--- src/rtl/uart_pkg.sv ---
// Shared definitions for the UART transmit arbiter: FSM states and link constants.
`timescale 1ns/1ps
package uart_pkg;

    localparam int BYTE_W = 8;
    localparam int CLK_HZ = 12_000_000;
    localparam int BAUD   = 9600;

    typedef enum logic [2:0] {
        IDLE,
        SEND,
        WAIT_BUSY,
        WAIT_DONE,
        RELEASE
    } state_e;

endpackage

--- src/rtl/rr_pick.sv ---
// Combinational round-robin choice: first asserted request at or after ptr, wrapping.
`timescale 1ns/1ps
module rr_pick #(
    parameter int NREQ = 4
) (
    input  logic [NREQ-1:0]         req,
    input  logic [$clog2(NREQ)-1:0] ptr,
    output logic [$clog2(NREQ)-1:0] idx,
    output logic                    any
);

    localparam int IDW = $clog2(NREQ);

    function automatic logic [IDW-1:0] wrap_add(input logic [IDW-1:0] base, input int off);
        int sum;
        sum = int'(base) + off;
        if (sum >= NREQ) sum = sum - NREQ;
        return IDW'(sum);
    endfunction

    always_comb begin
        idx = '0;
        any = 1'b0;
        for (int off = 0; off < NREQ; off++) begin
            if (!any && req[wrap_add(ptr, off)]) begin
                any = 1'b1;
                idx = wrap_add(ptr, off);
            end
        end
    end

endmodule

--- src/rtl/uart_tx_arbiter.sv ---
// Locks one requester onto the shared UART transmitter for a whole packet,
// round-robin between packets, with an idle timeout that revokes a stalled lock.
`timescale 1ns/1ps
module uart_tx_arbiter
    import uart_pkg::*;
#(
    parameter int NREQ         = 4,
    parameter int IDLE_TIMEOUT = 1200
) (
    input  logic                     clk,
    input  logic                     rst_n,
    input  logic [NREQ-1:0]          req_valid,
    input  logic [BYTE_W*NREQ-1:0]   req_data,
    input  logic [NREQ-1:0]          req_last,
    output logic [NREQ-1:0]          req_ready,
    output logic                     tx_start,
    output logic [BYTE_W-1:0]        tx_data,
    input  logic                     tx_busy,
    output logic                     grant_valid,
    output logic [$clog2(NREQ)-1:0]  grant_id,
    output logic                     timeout_evt
);

    localparam int IDW  = $clog2(NREQ);
    localparam int CNTW = $clog2(IDLE_TIMEOUT + 1);

    state_e              state_q, state_d;
    logic [IDW-1:0]      ptr_q, ptr_d;
    logic                last_q, last_d;
    logic [CNTW-1:0]     idle_cnt_q, idle_cnt_d;
    logic                grant_valid_q, grant_valid_d;
    logic [IDW-1:0]      grant_id_q, grant_id_d;
    logic                tx_start_q, tx_start_d;
    logic [BYTE_W-1:0]   tx_data_q, tx_data_d;
    logic [NREQ-1:0]     req_ready_q, req_ready_d;
    logic                timeout_evt_q, timeout_evt_d;

    logic [IDW-1:0]      pick_idx;
    logic                pick_any;

    rr_pick #(.NREQ(NREQ)) u_rr_pick (
        .req (req_valid),
        .ptr (ptr_q),
        .idx (pick_idx),
        .any (pick_any)
    );

    always_comb begin
        // NOTE: every _d gets a default first so no path through the case infers a latch.
        state_d       = state_q;
        ptr_d         = ptr_q;
        last_d        = last_q;
        idle_cnt_d    = idle_cnt_q;
        grant_valid_d = grant_valid_q;
        grant_id_d    = grant_id_q;
        tx_data_d     = tx_data_q;
        tx_start_d    = 1'b0;
        req_ready_d   = '0;
        timeout_evt_d = 1'b0;

        case (state_q)
            IDLE: begin
                if (pick_any) begin
                    grant_valid_d = 1'b1;
                    grant_id_d    = pick_idx;
                    idle_cnt_d    = '0;
                    state_d       = SEND;
                end
            end
            SEND: begin
                // A byte is only launched while the transmitter is free.
                if (req_valid[grant_id_q]) begin
                    if (!tx_busy) begin
                        tx_start_d              = 1'b1;
                        tx_data_d               = req_data[BYTE_W*int'(grant_id_q) +: BYTE_W];
                        req_ready_d[grant_id_q] = 1'b1;
                        last_d                  = req_last[grant_id_q];
                        idle_cnt_d              = '0;
                        state_d                 = WAIT_BUSY;
                    end
                end else if (idle_cnt_q == CNTW'(IDLE_TIMEOUT - 1)) begin
                    timeout_evt_d = 1'b1;
                    state_d       = RELEASE;
                end else begin
                    idle_cnt_d = idle_cnt_q + 1'b1;
                end
            end
            WAIT_BUSY: begin
                if (tx_busy) state_d = WAIT_DONE;
            end
            WAIT_DONE: begin
                if (!tx_busy) state_d = last_q ? RELEASE : SEND;
            end
            RELEASE: begin
                ptr_d         = (grant_id_q == IDW'(NREQ - 1)) ? '0 : grant_id_q + 1'b1;
                grant_valid_d = 1'b0;
                idle_cnt_d    = '0;
                last_d        = 1'b0;
                state_d       = IDLE;
            end
            default: state_d = IDLE;
        endcase
    end

    // NOTE: state uses non-blocking assignments and an asynchronous active-low reset.
    always_ff @(posedge clk or negedge rst_n) begin
        if (!rst_n) begin
            state_q       <= IDLE;
            ptr_q         <= '0;
            last_q        <= 1'b0;
            idle_cnt_q    <= '0;
            grant_valid_q <= 1'b0;
            grant_id_q    <= '0;
            tx_start_q    <= 1'b0;
            tx_data_q     <= '0;
            req_ready_q   <= '0;
            timeout_evt_q <= 1'b0;
        end else begin
            state_q       <= state_d;
            ptr_q         <= ptr_d;
            last_q        <= last_d;
            idle_cnt_q    <= idle_cnt_d;
            grant_valid_q <= grant_valid_d;
            grant_id_q    <= grant_id_d;
            tx_start_q    <= tx_start_d;
            tx_data_q     <= tx_data_d;
            req_ready_q   <= req_ready_d;
            timeout_evt_q <= timeout_evt_d;
        end
    end

    assign req_ready   = req_ready_q;
    assign tx_start    = tx_start_q;
    assign tx_data     = tx_data_q;
    assign grant_valid = grant_valid_q;
    assign grant_id    = grant_id_q;
    assign timeout_evt = timeout_evt_q;

endmodule

--- config.mk ---
export PLATFORM = sky130hd
export DESIGN_NAME = uart_tx_arbiter
export DESIGN_NICKNAME = d
export VERILOG_FILES = /design/src/rtl/uart_pkg.sv /design/src/rtl/rr_pick.sv /design/src/rtl/uart_tx_arbiter.sv
export SDC_FILE = /design/constraint.sdc
export NUM_CORES = 1
export LEC_CHECK = 0
export CAP_MARGIN = 20
export CORE_ASPECT_RATIO = 1.5
export CORE_UTILIZATION = 35
export CTS_CLUSTER_DIAMETER = 50
export CTS_CLUSTER_SIZE = 16
export DETAILED_ROUTE_END_ITERATION = 8
export PLACE_DENSITY_LB_ADDON = 0.12
export SLEW_MARGIN = 25
export SYNTH_ARGS = -nofsm -noshare
export SYNTH_HDL_FRONTEND = slang
export SYNTH_SLANG_ARGS = --single-unit
export TNS_END_PERCENT = 50
--- constraint.sdc ---
create_clock -name clk -period 3.1 [get_ports clk]
set_input_delay 0.31 -clock clk [delete_from_list [all_inputs] [get_ports clk]]
set_output_delay 0.31 -clock clk [all_outputs]
set_load 0.05 [all_outputs]
Yosys cells after proc, flatten, opt, wreduce, memory -nomap -nowiden
Cells that the tools add are included.
- flip-flop bits (word level): 34
- bits of input ports: 43
- output and inout port bits: 17
- word-level logic and storage cells: 116
- $add $sub $neg: 9
- order comparisons: 10
- eq/ne operators: 14
- shift-type cells: 1
- muxes and demuxes: 54
- bitwise operators: 1
- reduce and logical (&&, ||, !) cells: 17
- operators with widths (kind ; number):
    two-way mux 11 bit ; 4
    one-hot mux 11 bit (3 select lines) ; 1
    indexed part select 32 x 6 -> 8 bit ; 1
    two-way mux 3 bit ; 7
    two-way mux 1 bit ; 20
    two-way mux 2 bit ; 9
    less-than comparator 2 x 3 -> 1 bit, second input constant ; 5
    binary-select mux 1 bit (select 2 bit) ; 6
    two-way mux 4 bit ; 3
    one-hot mux 3 bit (4 select lines) ; 1
    adder 11 x 1 -> 11 bit, second input constant ; 1
    == test 11 bit, second input constant ; 1
    != test 2 bit, second input constant ; 5
    >= comparator 3 bit, second input constant ; 3
    != test 3 bit, second input constant ; 3
    subtractor 2 x 1 -> 2 bit, second input constant ; 4
    adder 2 x 2 -> 3 bit, second input constant ; 2
    == test 3 x 2 -> 1 bit, second input constant ; 2
    AND reduction 3 bit ; 2
    AND reduction 5 bit ; 1
    logical AND 1 bit ; 4
    one-hot mux 1 bit (2 select lines) ; 2
    AND reduction 2 bit ; 2
    AND reduction 4 bit ; 1
    13 further kinds ; 16

Depth between registers and ports, before layout
Gate-level depths: netlist of run 1.
- depth in word-level cells: 16
- gate-level depth with buffers: 6

By module
Synthesis of run 1 repeated with hierarchy kept, for this count alone.
- cells, all modules: 179
- area, all modules: 1953.1 sq um
- by module, submodules not included (module ; times used ; cells an instance ; area each (sq um) ; sequential area each (sq um)):
    uart_tx_arbiter ; 1 ; 164 ; 1875.5 ; 850.8
    rr_pick ; 1 ; 15 ; 77.6 ; 0.0

Least setup slack after synthesis of run 1
OpenSTA, ideal clock, no wires.
- path kind: reg-to-reg
- from: register, netlist name grant_id[0]
- to: register grant_id_q[0], in the netlist grant_id[0]
- arrival time: 2232 ps
- required time: 2972 ps
- setup slack: 740 ps
- cell stages (with the launch flop): 5
- cells stage by stage: dfrtp_1 -> mux4_2 -> a22oi_4 -> nor3b_4 -> mux2_1
- RTL lines (what ; line ; text):
    to (signal assigned) ; uart_tx_arbiter.sv:124 ; grant_id_q <= grant_id_d;
    to (decl) ; uart_tx_arbiter.sv:32 ; logic [IDW-1:0] grant_id_q, grant_id_d;

==> metrics, run 1 <==
DRC Markers 0; main area contributors after synthesis dfrtp_1 42%, mux4_2 10%, mux2_4 6.0%; CTS root buf clkbuf_8; io pins 60; area of the multi-input gates 1104 um^2; FILL cells 491; Die W 63.98 um; largest net degree at the start of global routing 35; Post-DP HPWL 3.727 mm; sw frac 0.4213; Seq/Total Area, Yosys 0.4218; crit start category register; # clock sinks 34; sequential cell area around 850 um^2; die area approximately 6100 um^2; reg2reg path depth 4; power share of the combinational group 0.541; min-delay worst type in -> async; Final Max Tran Viols 0; aggregate global routing overflow 0; clock-pin slew on the worst setup and hold paths 70 ps; cell row count 33; internal power between 1 and 1.5 mW; VDD IR-drop max about 0.37 mV; Worst Path Arrival approximately 2400 ps; Post-CTS Hold Fix Bufs 0; crit path kind reg -> reg; Leakage around 1.2 nW; status finished clean; mux contribution to synthesized area 0.2047; clock period minus worst slack roughly 2200 ps; CTS tree done; synthesized cell area approximately 2000 um^2; CP required around 3300 ps; Worst setup EP type register; Gate Count Post-Synth 166; part of the power in registers 0.296; Top FF cell, synth dfrtp_1; EDFF count, synth 0; H-tree Lvls 2; post-CTS setup buffer count 0; Simple-Gate Fraction of Synth Area 0.1731; WL/cell between 15 and 20 um; Antenna diodes 0; Clk pwr share 0.163; Area Overhead vs Synth 38.03%; area leader, netlist dfrtp_1; most common cell after layout, fill and taps aside clkdlybuf4s50_1; GRT Total Usage 0.1760; Max-cap violations 0; setup tns final 0 ps; Highest Clock Rate 446.2 MHz; Synth Area in Compound Gates 0.1340; Hold Vio Cnt, Final 0; Final setup viols 0; routed vias between 1500 and 2000; R2R setup slack 860 ps; Placer Congestion about 0.80; ys async rst share 1.000; share of cells above drive strength 1 0.1528; Via density 5.518; post-synth cell types 53; Initial Util 0.3673; Layout Nets 276; Post-Synth Adder-Cell Area 0.03102; total CTS buffers 5; yosys warns 0; core area ~5500 um^2; initial DRC count 59; CTS max path bufs 2; drt pass-1 iters 4; Synth top area share 0.4218; Worst Tran Pin Value between 500 and 600 ps; Die Y about 95 um; mean post-synth cell area approximately 12 um^2; Critical R2R Capture grant_id[0]; IO Port Bufs around 60; post-synthesis xor/xnor area fraction 0.004342; syn_nets approximately 210; vias in the first global route around 1700; number of antenna-violating nets in the routed design 0; most frequent cells in the layout 59 x clkdlybuf4s50_1, 34 x dfrtp_1, 9 x mux4_2; pwr/cell area approximately 900 nW/um^2; Final period util 0.7230; Total Wirelength 4.999 mm; Max-slew headroom 0.6111; Worst-Skew Late Latency between 200 and 300 ps; Clock Skew a little over 6 ps; main combinational cell family by area after synthesis multiplexers; Seq cells post-synth 34; initial antenna violation count 0; worst reg2reg startpoint grant_id[1]; wire length of the first global-routing pass a little over 8 mm; RSZ-0062 raised after global routing false; Hold WS ~440 ps; Crit Path Max Fanout 14; Resize count post-CTS 0; net switching power figure 1.032 mW
## sequential cells by signal, indices dropped and copies added (netlist names)
name	cells
idle_cnt_q	11
tx_data	8
req_ready	4
state_q	3
grant_id	2
ptr_q	2
grant_valid	1
last_q	1
timeout_evt	1
tx_start	1
## worst max path at each step
stage,end,startpoint
final,grant_id[0],grant_id[1]
after detailed placement,grant_id[0],req_valid[3]
after CTS,grant_id[1],grant_id[1]
after floorplan,grant_id[0],grant_id[0]
after global routing,grant_id[0],grant_id[1]
after global placement,grant_id[0],req_valid[3]
## cells in the mapped netlist, types with 2 or more instances
library cell and count:
o21ai_0 7, inv_1 6, and4_1 3, nor2_1 6, clkbuf_1 2, and3_1 8
a21oi_1 3, a31oi_1 8, nand3_1 4, and2_1 3, nand2b_1 3, nand3b_1 3
mux2i_1 3, a221o_1 5, or4_1 2, dfrtp_1 34, mux2_4 8, o21bai_1 2
ha_1 5, nor3_1 2, mux4_2 9, mux2_2 2, nand2_1 7, nor2b_1 2
## layer usage
| layer | global-route usage | part of all wire |
|---|---|---|
| met4 | 0.05303 | 0.011 |
| met5 | 0 | 0 |
| met3 | 0.04589 | 0.065 |
| met2 | 0.3209 | 0.53 |
| met1 | 0.1983 | 0.39 |
## worst max-delay path, cell delays in order, from the launching register on
cell     delay, ps
dfrtp_1        710
mux4_2         530
a22oi_4        240
nor3b_4        300
mux2_1         350
## cell type report
type	count	share of cell area
inverters	6	0.008090
multi-input cells	119	0.3964
well taps	70	0.03146
repair buffers	62	0.2202
flip-flops and latches	34	0.3056
clock inverters	1	0.01079
clock buffers	7	0.02742
## per-stage QoR
stage | std cells | setup slack (ps) | total power, mW | instance area [um^2] | utilization
2_1_floorplan | 166 | 740.0 | 1.672 | 2017 | -
3_3_place_gp | 291 | 702.9 | 2.041 | 2678 | 0.4876
3_5_place_dp | 291 | 629.8 | 2.069 | 2678 | 0.4876
4_1_cts | 299 | 794.1 | 2.482 | 2784 | 0.5069
5_1_grt | 299 | 714.2 | 2.612 | 2784 | 0.5069
6_report | 299 | 858.8 | 2.450 | 2784 | 0.5069
## logic make-up after synthesis
logic type / count (synthesis)
multiplexers: 24
XOR/XNOR: 1
buffers and inverters: 13
adder cells (fa/ha/maj): 5
AND/OR/NAND/NOR: 54
flip-flops: 34
AO/OA/AOI/OAI: 35
## power groups by stage
| stage | Clock, mW | Sequential, mW | Combinational [mW] |
|---|---|---|---|
| 6_report | 0.399 | 0.726 | 1.32 |
| 5_1_grt | 0.437 | 0.752 | 1.42 |
| 4_1_cts | 0.415 | 0.730 | 1.34 |
| 3_5_place_dp | 0 | 0.737 | 1.33 |
| 3_3_place_gp | 0 | 0.727 | 1.31 |
| 2_1_floorplan | 0 | 0.945 | 0.727 |
No activity file was read; power rests on OpenSTA's default activity.
==> run 2, diff against run 1 <==
- clock period: 3.1 -> 2.3 ns (I/O delays scaled with it)
==> run 2 against run 1 <==
Effect of this change:
- final cell count is 1.7% higher
- sequential share of layout area shrank 0.21 points
- worst hold slack got worse by 87 ps
- non-clock buffer count increased by 5
- critical endpoint is now state_q[0]
- largest cell class unchanged
==> metrics, run 2 (synthesis results as in run 1) <==
Layout Nets 281 (was 276); clock period minus worst slack 2100 ps (was 2241 ps); met2 Track Usage GR 0.3316 (was 0.3209); Critical path buffers and inverters 0 (unchanged); most frequent cells in the layout 59 x clkdlybuf4s50_1, 33 x dfrtp_1, 9 x mux4_2 (was 59 x clkdlybuf4s50_1, 34 x dfrtp_1, 9 x mux4_2); core area 5492 um^2 (unchanged); status finished clean (unchanged); Antenna diodes 0 (unchanged); Clock Skew 7.556 ps (was 6.047 ps); Worst-Skew Late Latency 290 ps (was 280 ps); Post-DP HPWL 3.653 mm (was 3.727 mm); R2R setup slack 200 ps (was 860 ps); Critical R2R Capture state_q[0] (was grant_id[0]); die area 6077 um^2 (unchanged); crit-path max cell delay 650 ps (was 710 ps); crit-path cells ha_1 > nand3_1 > or4_1 > o2bb2ai_1 > a221o_1 (was mux4_2 > a22oi_4 > nor3b_4 > mux2_1); clock-pin slew on the worst setup and hold paths 80 ps (was 70 ps); slowest cell on the critical path or4_1 (was dfrtp_1); reg2reg path depth 5 (was 4); final core utilization 0.5113 (was 0.5069); setup tns final 0 ps (unchanged); placed cell count 296 (was 291); routed vias 1633 (was 1650); H-tree Lvls 2 (unchanged); vias in the first global route 1725 (was 1665); initial DRC count 57 (was 59); Total Wirelength 4.920 mm (was 4.999 mm); Leakage 1.197 nW (was 1.178 nW); min-delay worst type in -> async (unchanged); IO Port Bufs 59 (unchanged); Worst Path Arrival 2270 ps (was 2410 ps); CTS tree done (unchanged); CTS max path bufs 2 (unchanged); area of the multi-input gates 1104 um^2 (unchanged); Final period util 0.9132 (was 0.7230); most common cell after layout, fill and taps aside clkdlybuf4s50_1 (unchanged); cell family with most CP delay simple AND/OR/NAND/NOR gates (was multiplexers); Worst Tran Pin Value 515.4 ps (was 582.1 ps); Crit Path Max Fanout 7 (was 14); VDD IR-drop max 0.6091 mV (was 0.3660 mV); Non-Filler Instances 304 (was 299); number of antenna-violating nets in the routed design 0 (unchanged); Max-slew headroom 0.6553 (was 0.6111); Worst setup EP type register (unchanged); grt peak-use layer met2 (unchanged); pwr/cell area 1176 nW/um^2 (was 879.9 nW/um^2); Final Worst Setup Slack 199.6 ps (was 858.8 ps); Hold WS 350.3 ps (was 437.1 ps); FILL cells 498 (was 491); Setup WS pre-CTS 81.45 ps (was 629.8 ps); Area Overhead vs Synth 39.21% (was 38.03%); Max-cap violations 0 (unchanged); Final Max Tran Viols 0 (unchanged); post-route cell area 2808 um^2 (was 2784 um^2); drt pass-1 iters 4 (unchanged); GRT Total Usage 0.1805 (was 0.1760); sequential cell area 852.1 um^2 (was 850.8 um^2); crit start category register (unchanged); CTS root buf clkbuf_8 (unchanged); share of cells above drive strength 1 0.1795 (was 0.1528); aggregate global routing overflow 0 (unchanged); RSZ-0062 raised after global routing false (unchanged); Largest Register idle_cnt_q (unchanged); total CTS buffers 5 (unchanged); post-CTS setup buffer count 0 (unchanged); Via density 5.372 (was 5.518); met1 Track Usage GR 0.2098 (was 0.1983); # clock sinks 34 (unchanged); Initial Util 0.3673 (unchanged); Design Power 3.303 mW (was 2.450 mW); initial antenna violation count 0 (unchanged); Resize count post-CTS 0 (unchanged); worst reg2reg startpoint idle_cnt_q[0] (was grant_id[1]); Final setup viols 0 (unchanged); Die W 63.98 um (unchanged); Placed Area 2716 um^2 (was 2678 um^2); crit path kind reg -> reg (unchanged); Hold Vio Cnt, Final 0 (unchanged); Post-CTS Hold Fix Bufs 0 (unchanged); wire length of the first global-routing pass 8.397 mm (was 8.079 mm); GRT met3 Usage 0.03140 (was 0.04589); Die Y 94.98 um (unchanged); cell row count 33 (unchanged); max reg flops 11 (unchanged); largest net degree at the start of global routing 35 (unchanged); CP required 2470 ps (was 3270 ps); DRC Markers 0 (unchanged); io pins 60 (unchanged); WL/cell 16.18 um (was 16.72 um); Placer Congestion 0.7500 (was 0.7986); Highest Clock Rate 476.1 MHz (was 446.2 MHz)
==> run 2: cell types whose count changed in the layout (fill, tap and decap cells not counted) <==
cell / previous run / this run
buf_4: 3 / 8
dfrtp_1: 34 / 33
clkinv_2: 0 / 1
clkbuf_8: 5 / 6
bufinv_16: 1 / 0
clkbuf_1: 2 / 1
dfrtp_2: 0 / 1
==> run 2: area by class of cell <==
class,count,share of cell area
repair buffers,67,0.2317
clock buffers,7,0.03075
clock inverters,1,0.001783
flip-flops and latches,34,0.3035
well taps,70,0.03119
multi-input cells,119,0.3930
inverters,6,0.008021
==> run 2: worst max path at each step <==
stage	startpoint	endpoint	slack, ps	cells past startpoint
global placement	req_valid[2]	grant_id[0]	120	5
floorplan	grant_id[0]	grant_id[0]	140	4
CTS	idle_cnt_q[0]	state_q[0]	210	5
global route	idle_cnt_q[0]	state_q[0]	30	5
detailed placement	req_valid[2]	grant_id[0]	80	5
finish	idle_cnt_q[0]	state_q[0]	200	5
==> run 2: where the power goes <==
group	leakage [nW]	switching (mW)	internal, mW	total, mW
clock network	0.0482	0.230	0.242	0.472
logic	0.709	1.01	0.869	1.88
registers	0.440	0.183	0.772	0.955
==> run 2: per-layer routing <==
metal,up-vias,wire length (um)
met5,-,0
li1,775,-
met4,0,61
met2,32,2686
met1,821,2056
met3,5,115
